[config.mk]
export PLATFORM = sky130hd
export DESIGN_NAME = fifo_ptr_ctrl_flat
export DESIGN_NICKNAME = d
export VERILOG_FILES = /design/src/rtl/fifo_ptr_ctrl_pkg.sv /design/src/rtl/fifo_ptr_ctrl_if.sv /design/src/rtl/fifo_ptr_ctrl_mod_cnt.sv /design/src/rtl/fifo_ptr_ctrl.sv /design/src/flat_wrapper.sv
export SDC_FILE = /design/constraint.sdc
export NUM_CORES = 1
export LEC_CHECK = 0
export BUFFER_PORTS_ARGS = -buffer_cell sky130_fd_sc_hd__buf_2
export CORE_UTILIZATION = 55
export CTS_BUF_LIST = sky130_fd_sc_hd__clkbuf_8
export DETAILED_ROUTE_END_ITERATION = 7
export PLACE_DENSITY_LB_ADDON = 0.05
export REMOVE_ABC_BUFFERS = 1
export SLEW_MARGIN = 20
export SYNTH_ARGS = -nofsm -noshare
export SYNTH_HDL_FRONTEND = slang
export SYNTH_SLANG_ARGS = --single-unit
[constraint.sdc]
create_clock -name clk -period 2.8 [get_ports clk]
set_input_delay 0.14 -clock clk [delete_from_list [all_inputs] [get_ports clk]]
set_output_delay 0.14 -clock clk [all_outputs]
set_load 0.03 [all_outputs]
[src/rtl/fifo_ptr_ctrl_pkg.sv]
// Shared definitions for the 10-entry FIFO pointer controller:
// geometry, flag thresholds, state encoding and the wrap-around increment.
package fifo_ptr_ctrl_pkg;

    localparam int DEPTH    = 10;
    localparam int AW       = 4;
    localparam int CW       = 5;
    localparam int AF_LEVEL = 8;
    localparam int AE_LEVEL = 2;

    typedef enum logic [1:0] {
        ST_EMPTY   = 2'b00,
        ST_PARTIAL = 2'b01,
        ST_FULL    = 2'b10
    } state_t;

    // Pointer increment that wraps from DEPTH-1 back to zero.
    function automatic logic [AW-1:0] ptr_inc(input logic [AW-1:0] ptr);
        logic [AW-1:0] nxt_s;
        if (ptr == AW'(DEPTH - 1)) begin
            nxt_s = {AW{1'b0}};
        end else begin
            nxt_s = ptr + AW'(1'b1);
        end
        return nxt_s;
    endfunction

endpackage

[src/rtl/fifo_ptr_ctrl_if.sv]
// Request/strobe/status bundle between the FIFO controller and its users.
// The controller takes the slave view; the request side takes the master view.
interface fifo_ptr_ctrl_if;
    import fifo_ptr_ctrl_pkg::*;

    logic          clr;
    logic          wr_en;
    logic          rd_en;
    logic          mem_we;
    logic          mem_re;
    logic [AW-1:0] waddr;
    logic [AW-1:0] raddr;
    logic [CW-1:0] count;
    logic          full;
    logic          empty;
    logic          almost_full;
    logic          almost_empty;
    logic          ovf_err;
    logic          udf_err;

    modport master (
        output clr, wr_en, rd_en,
        input  mem_we, mem_re, waddr, raddr, count,
               full, empty, almost_full, almost_empty, ovf_err, udf_err
    );

    modport slave (
        input  clr, wr_en, rd_en,
        output mem_we, mem_re, waddr, raddr, count,
               full, empty, almost_full, almost_empty, ovf_err, udf_err
    );

endinterface

[src/rtl/fifo_ptr_ctrl_mod_cnt.sv]
// Modulo-DEPTH address counter with enable and synchronous clear.
// Used for both the write and the read pointer.
module mod_cnt
    import fifo_ptr_ctrl_pkg::*;
(
    input  logic          clk,
    input  logic          rst,
    input  logic          clr,
    input  logic          en,
    output logic [AW-1:0] q
);

    logic [AW-1:0] q_r;

    // Pointer register: clear wins over advance, otherwise hold.
    always_ff @(posedge clk or posedge rst) begin
        if (rst) begin
            q_r <= {AW{1'b0}};
        end else if (clr) begin
            q_r <= {AW{1'b0}};
        end else if (en) begin
            q_r <= ptr_inc(q_r);
        end else begin
            q_r <= q_r;
        end
    end

    assign q = q_r;

endmodule

[src/rtl/fifo_ptr_ctrl.sv]
// FIFO control unit: accepts push/pop requests, issues memory strobes and
// addresses, tracks occupancy and keeps registered status and error flags.
// The strobes are combinational so storage sees them in the request cycle.
module fifo_ptr_ctrl
    import fifo_ptr_ctrl_pkg::*;
(
    input  logic           clk,
    input  logic           rst,
    fifo_ptr_ctrl_if.slave fifo
);

    state_t        state_r;
    state_t        state_nxt_s;
    logic [CW-1:0] count_r;
    logic [CW-1:0] count_nxt_s;
    logic          full_r;
    logic          empty_r;
    logic          af_r;
    logic          ae_r;
    logic          ovf_r;
    logic          udf_r;
    logic          ovf_nxt_s;
    logic          udf_nxt_s;
    logic          wr_acc_s;
    logic          rd_acc_s;
    logic [AW-1:0] wptr_s;
    logic [AW-1:0] rptr_s;

    // A pop frees a slot in the same cycle, so a full FIFO can still take a push
    // alongside it; the reverse bypass (push feeding a pop when empty) is not allowed.
    assign rd_acc_s = fifo.rd_en & ~empty_r & ~fifo.clr;
    assign wr_acc_s = fifo.wr_en & (~full_r | rd_acc_s) & ~fifo.clr;

    mod_cnt u_wptr (
        .clk (clk),
        .rst (rst),
        .clr (fifo.clr),
        .en  (wr_acc_s),
        .q   (wptr_s)
    );

    mod_cnt u_rptr (
        .clk (clk),
        .rst (rst),
        .clr (fifo.clr),
        .en  (rd_acc_s),
        .q   (rptr_s)
    );

    // Next occupancy from the accepted strobes.
    always_comb begin
        count_nxt_s = count_r;
        if (fifo.clr) begin
            count_nxt_s = {CW{1'b0}};
        end else begin
            case ({wr_acc_s, rd_acc_s})
                2'b10:   count_nxt_s = count_r + CW'(1'b1);
                2'b01:   count_nxt_s = count_r - CW'(1'b1);
                default: count_nxt_s = count_r;
            endcase
        end
    end

    // Next state of the EMPTY/PARTIAL/FULL machine.
    always_comb begin
        state_nxt_s = state_r;
        if (fifo.clr) begin
            state_nxt_s = ST_EMPTY;
        end else begin
            case (state_r)
                ST_EMPTY: begin
                    if (wr_acc_s) begin
                        state_nxt_s = ST_PARTIAL;
                    end else begin
                        state_nxt_s = ST_EMPTY;
                    end
                end
                ST_PARTIAL: begin
                    if ((count_r == CW'(1'b1)) && rd_acc_s && !wr_acc_s) begin
                        state_nxt_s = ST_EMPTY;
                    end else if ((count_r == CW'(DEPTH - 1)) && wr_acc_s && !rd_acc_s) begin
                        state_nxt_s = ST_FULL;
                    end else begin
                        state_nxt_s = ST_PARTIAL;
                    end
                end
                ST_FULL: begin
                    if (rd_acc_s && !wr_acc_s) begin
                        state_nxt_s = ST_PARTIAL;
                    end else begin
                        state_nxt_s = ST_FULL;
                    end
                end
                default: state_nxt_s = ST_EMPTY;
            endcase
        end
    end

    // Sticky error flags: set on a refused push / a pop into empty, cleared only by clr.
    always_comb begin
        ovf_nxt_s = ovf_r;
        udf_nxt_s = udf_r;
        if (fifo.clr) begin
            ovf_nxt_s = 1'b0;
            udf_nxt_s = 1'b0;
        end else begin
            ovf_nxt_s = ovf_r | (fifo.wr_en & full_r & ~rd_acc_s);
            udf_nxt_s = udf_r | (fifo.rd_en & empty_r);
        end
    end

    // State, occupancy and flag registers; flags derive from next values so they track count.
    always_ff @(posedge clk or posedge rst) begin
        if (rst) begin
            state_r <= ST_EMPTY;
            count_r <= {CW{1'b0}};
            full_r  <= 1'b0;
            empty_r <= 1'b1;
            af_r    <= 1'b0;
            ae_r    <= 1'b1;
            ovf_r   <= 1'b0;
            udf_r   <= 1'b0;
        end else begin
            state_r <= state_nxt_s;
            count_r <= count_nxt_s;
            full_r  <= (state_nxt_s == ST_FULL);
            empty_r <= (state_nxt_s == ST_EMPTY);
            af_r    <= (count_nxt_s >= CW'(AF_LEVEL));
            ae_r    <= (count_nxt_s <= CW'(AE_LEVEL));
            ovf_r   <= ovf_nxt_s;
            udf_r   <= udf_nxt_s;
        end
    end

    assign fifo.mem_we       = wr_acc_s;
    assign fifo.mem_re       = rd_acc_s;
    assign fifo.waddr        = wptr_s;
    assign fifo.raddr        = rptr_s;
    assign fifo.count        = count_r;
    assign fifo.full         = full_r;
    assign fifo.empty        = empty_r;
    assign fifo.almost_full  = af_r;
    assign fifo.almost_empty = ae_r;
    assign fifo.ovf_err      = ovf_r;
    assign fifo.udf_err      = udf_r;

endmodule
[src/flat_wrapper.sv]
// flat-port wrapper written by rule: the top's interface ports become plain ports
module fifo_ptr_ctrl_flat import fifo_ptr_ctrl_pkg::*;
  (clk, rst, fifo_clr, fifo_wr_en, fifo_rd_en, fifo_mem_we, fifo_mem_re, fifo_waddr, fifo_raddr, fifo_count, fifo_full, fifo_empty, fifo_almost_full, fifo_almost_empty, fifo_ovf_err, fifo_udf_err);
  fifo_ptr_ctrl_if fifo_i ();
  input  logic clk;
  input  logic rst;
  input wire logic [$bits(fifo_i.clr)-1:0] fifo_clr;
  input wire logic [$bits(fifo_i.wr_en)-1:0] fifo_wr_en;
  input wire logic [$bits(fifo_i.rd_en)-1:0] fifo_rd_en;
  output wire logic [$bits(fifo_i.mem_we)-1:0] fifo_mem_we;
  output wire logic [$bits(fifo_i.mem_re)-1:0] fifo_mem_re;
  output wire logic [$bits(fifo_i.waddr)-1:0] fifo_waddr;
  output wire logic [$bits(fifo_i.raddr)-1:0] fifo_raddr;
  output wire logic [$bits(fifo_i.count)-1:0] fifo_count;
  output wire logic [$bits(fifo_i.full)-1:0] fifo_full;
  output wire logic [$bits(fifo_i.empty)-1:0] fifo_empty;
  output wire logic [$bits(fifo_i.almost_full)-1:0] fifo_almost_full;
  output wire logic [$bits(fifo_i.almost_empty)-1:0] fifo_almost_empty;
  output wire logic [$bits(fifo_i.ovf_err)-1:0] fifo_ovf_err;
  output wire logic [$bits(fifo_i.udf_err)-1:0] fifo_udf_err;
  assign fifo_i.clr = fifo_clr;
  assign fifo_i.wr_en = fifo_wr_en;
  assign fifo_i.rd_en = fifo_rd_en;
  assign fifo_mem_we = fifo_i.mem_we;
  assign fifo_mem_re = fifo_i.mem_re;
  assign fifo_waddr = fifo_i.waddr;
  assign fifo_raddr = fifo_i.raddr;
  assign fifo_count = fifo_i.count;
  assign fifo_full = fifo_i.full;
  assign fifo_empty = fifo_i.empty;
  assign fifo_almost_full = fifo_i.almost_full;
  assign fifo_almost_empty = fifo_i.almost_empty;
  assign fifo_ovf_err = fifo_i.ovf_err;
  assign fifo_udf_err = fifo_i.udf_err;
  fifo_ptr_ctrl u_core (.clk(clk), .rst(rst), .fifo(fifo_i));
endmodule
# Word-level counts from Yosys, hierarchy flattened

Index checks and enable logic that the tools add are counted.

Bits in registers: 21
Latch bits: 0
Memory bits (writable): 0
ROM bits: 0
Bits of input ports: 5
Output and inout bits: 21
Memories: 0

Add/sub/neg operators: 4
Multiply operators: 0
Div/mod/pow operators: 0
Order comparisons: 2
Equal/unequal tests: 9
Shift operators: 0
Muxes and demuxes: 16
Bitwise operators: 14
Reduce and logical (&&, ||, !) cells: 11

Operator list:

| cell                  | number |
|---|---|
| $mux W4               | 6 |
| $pmux W5 S2           | 1 |
| $add A4 B1 Y4 const B | 2 |
| $eq A4 B4 Y1 const B  | 2 |
| $mux W2               | 4 |
| $and A1 B1 Y1         | 7 |
| $eq A2 B2 Y1 const B  | 3 |
| $pmux W2 S3           | 1 |
| $add A5 B1 Y5 const B | 1 |
| $eq A5 B1 Y1 const B  | 1 |
| $eq A5 B4 Y1 const B  | 1 |
| $ge A5 B4 Y1 const B  | 1 |
| $le A5 B2 Y1 const B  | 1 |
| $logic_and A1 B1 Y1   | 5 |
| $mux W5               | 1 |
| $sub A5 B1 Y5 const B | 1 |
| $eq A2 B1 Y1 const B  | 2 |
| $logic_not A2 Y1      | 2 |
| $not A1 Y1            | 4 |
| $reduce_bool A2 Y1    | 2 |
| $mux W1               | 3 |
| $or A1 B1 Y1          | 3 |
| $logic_not A1 Y1      | 2 |

# Logic depth before layout (Yosys ltp)

Word-level depth: 13
Gate-level depth with buffers: 8

# By module

Synthesis repeated with hierarchy kept, for this count alone.

Cells, all modules: 136
Area, all modules: 1,322.5 um2

By module, submodules not included:

| module        | times used | cells each | area an instance (um2) | sequential area each (um2) |
|---|---|---|---|---|
| fifo_ptr_ctrl | 1          | 86         | 839.6                  | 327.8 |
| mod_cnt       | 2          | 25         | 241.5                  | 100.1 |

# Least setup slack after synthesis

OpenSTA, ideal clock, no wires.

Path kind: reg-to-reg
From: reg u_core.empty_r, in the netlist u_core.fifo.empty
To: reg u_core.ae_r, in the netlist u_core.fifo.almost_empty
Data arrival time: 2,653 ps
Setup slack: 43 ps
Stages on the path, launching flop included: 9
Clock period less this slack: 2,757 ps
Cell sequence: dfstp_2 > nand2b_1 > a21oi_1 > inv_1 > ha_1 > o21bai_1 > mux2_2 > a2111oi_0 > a2111oi_2

Word-level cells in the longest chain between the ends: 10

Ends and longest elaborated chain:

| what                                         | RTL line             | RTL |
|---|---|---|
| start: declaration                           | fifo_ptr_ctrl.sv:17  | `logic empty_r;` |
| start signal: assignment                     | fifo_ptr_ctrl.sv:127 | `empty_r <= (state_nxt_s == ST_EMPTY);` |
| $not A1 Y1 *                                 | fifo_ptr_ctrl.sv:31  | `assign rd_acc_s = fifo.rd_en & ~empty_r & ~fifo.clr;` |
| $and A1 B1 Y1 * (2 in series)                | fifo_ptr_ctrl.sv:31  |  |
| $or A1 B1 Y1 *                               | fifo_ptr_ctrl.sv:32  | `assign wr_acc_s = fifo.wr_en & (~full_r \| rd_acc_s) & ~fifo.clr;` |
| $and A1 B1 Y1 * (2 in series)                | fifo_ptr_ctrl.sv:32  |  |
| via fifo_mem_we                              | flat_wrapper.sv:10   | `output wire logic [$bits(fifo_i.mem_we)-1:0] fifo_mem_we;` |
| $eq A2 B1 Y1 or $eq A2 B2 Y1 (tied branches) | fifo_ptr_ctrl.sv:56  | `case ({wr_acc_s, rd_acc_s})` |
| $pmux W5 S2 *                                | fifo_ptr_ctrl.sv:56  |  |
| $mux W5 *                                    | fifo_ptr_ctrl.sv:53  | `if (fifo.clr) begin` |
| $le A5 B2 Y1 *                               | fifo_ptr_ctrl.sv:129 | `ae_r <= (count_nxt_s <= CW'(AE_LEVEL));` |
| end signal: assignment                       | fifo_ptr_ctrl.sv:129 |  |
| end: declaration                             | fifo_ptr_ctrl.sv:19  | `logic ae_r;` |

The timed path passes the listed nets; every way through them passes the cells marked *.
A chain may end at the register's enable or synchronous reset.

# Worst setup path after layout

From: reg u_core.empty_r, in the netlist u_core.fifo.empty
To: reg u_core.ae_r, in the netlist u_core.fifo.almost_empty

Word-level cells in the longest chain between the ends: 10

Ends and longest elaborated chain:

| what                                         | RTL line |
|---|---|
| $not A1 Y1 *                                 | fifo_ptr_ctrl.sv:31 |
| $and A1 B1 Y1 * (2 in series)                | fifo_ptr_ctrl.sv:31 |
| $or A1 B1 Y1                                 | fifo_ptr_ctrl.sv:32 |
| $and A1 B1 Y1 (2 in series)                  | fifo_ptr_ctrl.sv:32 |
| $eq A2 B1 Y1 or $eq A2 B2 Y1 (tied branches) | fifo_ptr_ctrl.sv:56 |
| $pmux W5 S2 *                                | fifo_ptr_ctrl.sv:56 |
| $mux W5 *                                    | fifo_ptr_ctrl.sv:53 |
| $le A5 B2 Y1 *                               | fifo_ptr_ctrl.sv:129 |

Mark *: on every way between the ends. The rest lies on a longest branch, timed or not.

==> impl_metrics.csv <==
group,metric,value,unit
yosys,ys_types,44,
floorplanning,rows,17,
yosys,synth-edff-count,0,
drt,via_count,1095,
global_route,gr-usage-all-layers,0.2448,
yosys,yosysWarnings,0,
drt,drt-wirelength-per-cell,14.78,um
setup_path,worstPathArrival,2440,ps
timing,post-route-period-util,0.8128,
timing,layout_setup_ws,524.1,ps
clock_network,htree_levels,1,
placed_design,place_ws,522.0,ps
setup_path,cp-end-kind,"flip-flop",
timing,rsz0062_at_grt,"no",
setup_path,cp_top_family,"compound AO/OA/AOI/OAI gates",
floorplanning,core_area,2212,um2
clock_network,cts_setup_buffers,0,
yosys,async_reset_ff_frac,1.000,
placed_design,place_congestion,0.8744,
setup_path,critPathBufInv,1,
setup_path,slowest_delay,460,ps
pwr,ir_drop,387.2,uV
global_route,grt-ovfl-total,0,
clock_network,clock-sinks,21,
finish,num_antenna_cells,0,
drt,first_iter_violations,23,
clock_network,cts_root_buffer,"clkbuf_8",
timing,finClkSkew,2.832,ps
pwr,p_leak,0.6904,nW
setup_path,cp.required,2970,ps
drt,drc,0,
pwr,p_per_area,452.4,nW/um2
finish,syn_to_final_growth,14.55,%
global_route,grt_max_degree,22,
yosys,synth_top_family_by_area,"compound AO/OA/AOI/OAI gates",
clock_network,cts_made_buffers,3,
yosys,synth-simple-area-share,0.1765,
yosys,syn_area_per_cell,9.773,um2
floorplanning,start_util,0.5831,
timing,hold_slack,24.28,ps
setup_path,cp-start-kind,"flip-flop",
yosys,ys_ff_latch,21,
finish,nets,173,
yosys,synth.yosys.seq_area_share,0.4093,
placed_design,port_buffers,25,
setup_path,criticalPathCategory,"flip-flop to flip-flop",
timing,hold_violations,0,
setup_path,crit_chain,"nand2b_1 > a21oi_1 > inv_1 > ha_1 > o21bai_1 > mux2_2 > a2111oi_0 > a2111oi_2",
clock_network,holdBufCountCts,0,
placed_design,placed_cells,182,
timing,slew_headroom,0.4587,
yosys,synthFlopType,"dfrtp_1",
yosys,synthMuxAreaShare,0.01649,
global_route,grt_pass1_wl,4636,um
setup_path,crit_start,"u_core.fifo.empty",
drt,dr.pass1.iters,4,
timing,finalSetupViolations,0,
finish,final_util,0.6680,
hold_path,hold_path.class,"input pin to async pin",
clock_network,insertion_delay,260,ps
floorplanning,fp.dieW,50.43,um
timing,clock.fmax,0.4394,GHz
clock_network,cts_buffer_depth,2,
drt,ant_nets,0,
floorplanning,top_level_ports,26,
setup_path,slowest_stage,"a2111oi_0",
timing,finalMaxSlewViolations,0,
yosys,synth-compound-area-share,0.2415,
setup_path,r2r_start,"u_core.fifo.empty",
yosys,synthAdderAreaFrac,0.08729,
placed_design,hpwl,1968,um
flow_run,cap_violations,0,
finish,drive_above_1_share,0.2848,
yosys,synth_cells,132,
finish,final_cells,186,
floorplanning,die_area,2543,um2
clock_network,tritoncts,"built",
timing,setup_tns,0,ps
drt,finalWirelength,2750,um
timing,worst_pin_slew,811.0,ps
clock_network,cts_resized,0,
drt,vias_per_cell,5.887,
clock_network,path_clk_slew,80,ps
yosys,synth_xor_area_frac,0.01358,
global_route,grt_pass1_vias,1061,
run_status,outcome,"finished, final reports clean",
global_route,antenna_found_initial,0,
timing,period_needed,2276,ps
floorplanning,die_y,50.43,um
yosys,synth_area,1290,um2
setup_path,crit_fanout,6,
==> cell usage in the layout, fill, tap and decap left out, types with 4 or more instances in the layout <==
master,n
inv_1,11
ha_1,9
dfrtp_1,19
buf_2,25
nor2b_1,4
nand3_1,4
nor2_1,9
nand2_1,6
a21oi_1,8
o21bai_1,5
o21ai_0,9
==> per-layer routing <==
layer	GRT usage	wire length (um)
met1	0.3035	1259
met3	0.04242	115
met2	0.4067	1300
met5	0	0
met4	0.1250	74
==> final cells by class <==
class | count | area (um2)
clock buffers | 3 | 41.29
fillers | 186 | 734.5
clock inverters | 1 | 5.005
inverters | 12 | 45.04
well taps | 28 | 35.03
repair buffers | 26 | 132.6
multi-input cells | 95 | 690.7
flip-flops and latches | 21 | 528.0
==> stage by stage <==
step	total power (W)	instance area, um2
3_5_place_dp	0.0004762	1431
6_report	0.0006686	1478
5_1_grt	0.0006979	1478
3_3_place_gp	0.0004739	1431
2_1_floorplan	0.0004361	1264
4_1_cts	0.0006716	1478
==> flip-flops by register name (all words and copies together) (netlist names) <==
register,count
u_core.u_wptr.q,4
u_core.fifo.almost_empty,1
u_core.state_r,2
u_core.fifo.empty,1
u_core.u_rptr.q,4
u_core.fifo.full,1
u_core.fifo.udf_err,1
u_core.fifo.ovf_err,1
u_core.fifo.almost_full,1
u_core.fifo.count,5
==> Yosys cell counts, types with 4 or more instances <==
master    instances  area, um2
o21bai_1          5      37.54
nand3_1           4      20.02
nor2b_1           4      25.02
o21ai_0           9      45.04
ha_1              9      112.6
nor2_1            9      33.78
dfrtp_1          19      475.5
a21oi_1           8      40.04
nand2_1           6      22.52
inv_1            11      41.29
==> final timing paths <==
| kind | slack [ps] | depth (start not counted) | end |
|---|---|---|---|
| setup / recovery | 520 | 8 | u_core.fifo.almost_empty |
| hold / removal | 20 | 2 | u_core.u_rptr.q[1] |
| setup reg to reg | 520 | 8 | u_core.fifo.almost_empty |
| hold reg to reg | 510 | 2 | u_core.fifo.ovf_err |
| max in group asynchronous | 2270 | 2 | u_core.fifo.udf_err |
| min in group clk | 170 | 3 | u_core.fifo.udf_err |
==> report_power, final <==
| group | total, W | switching (W) | leakage (nW) | internal, W |
|---|---|---|---|---|
| Sequential | 0.000336 | 0.0000167 | 0.280 | 0.000320 |
| Clock | 0.000198 | 0.0000988 | 0.0255 | 0.0000990 |
| Combinational | 0.000134 | 0.0000849 | 0.385 | 0.0000495 |
==> logic make-up (layout without fill, tap and decap cells) <==
group / count (synthesis) / after routing
mux: 2 / 2
compound gates: 43 / 43
fa+ha+maj: 9 / 9
xor+xnor: 2 / 2
buf+inv: 16 / 42
flops: 21 / 21
simple gates: 39 / 39
Note: power is estimated with default switching activity, not from simulation.
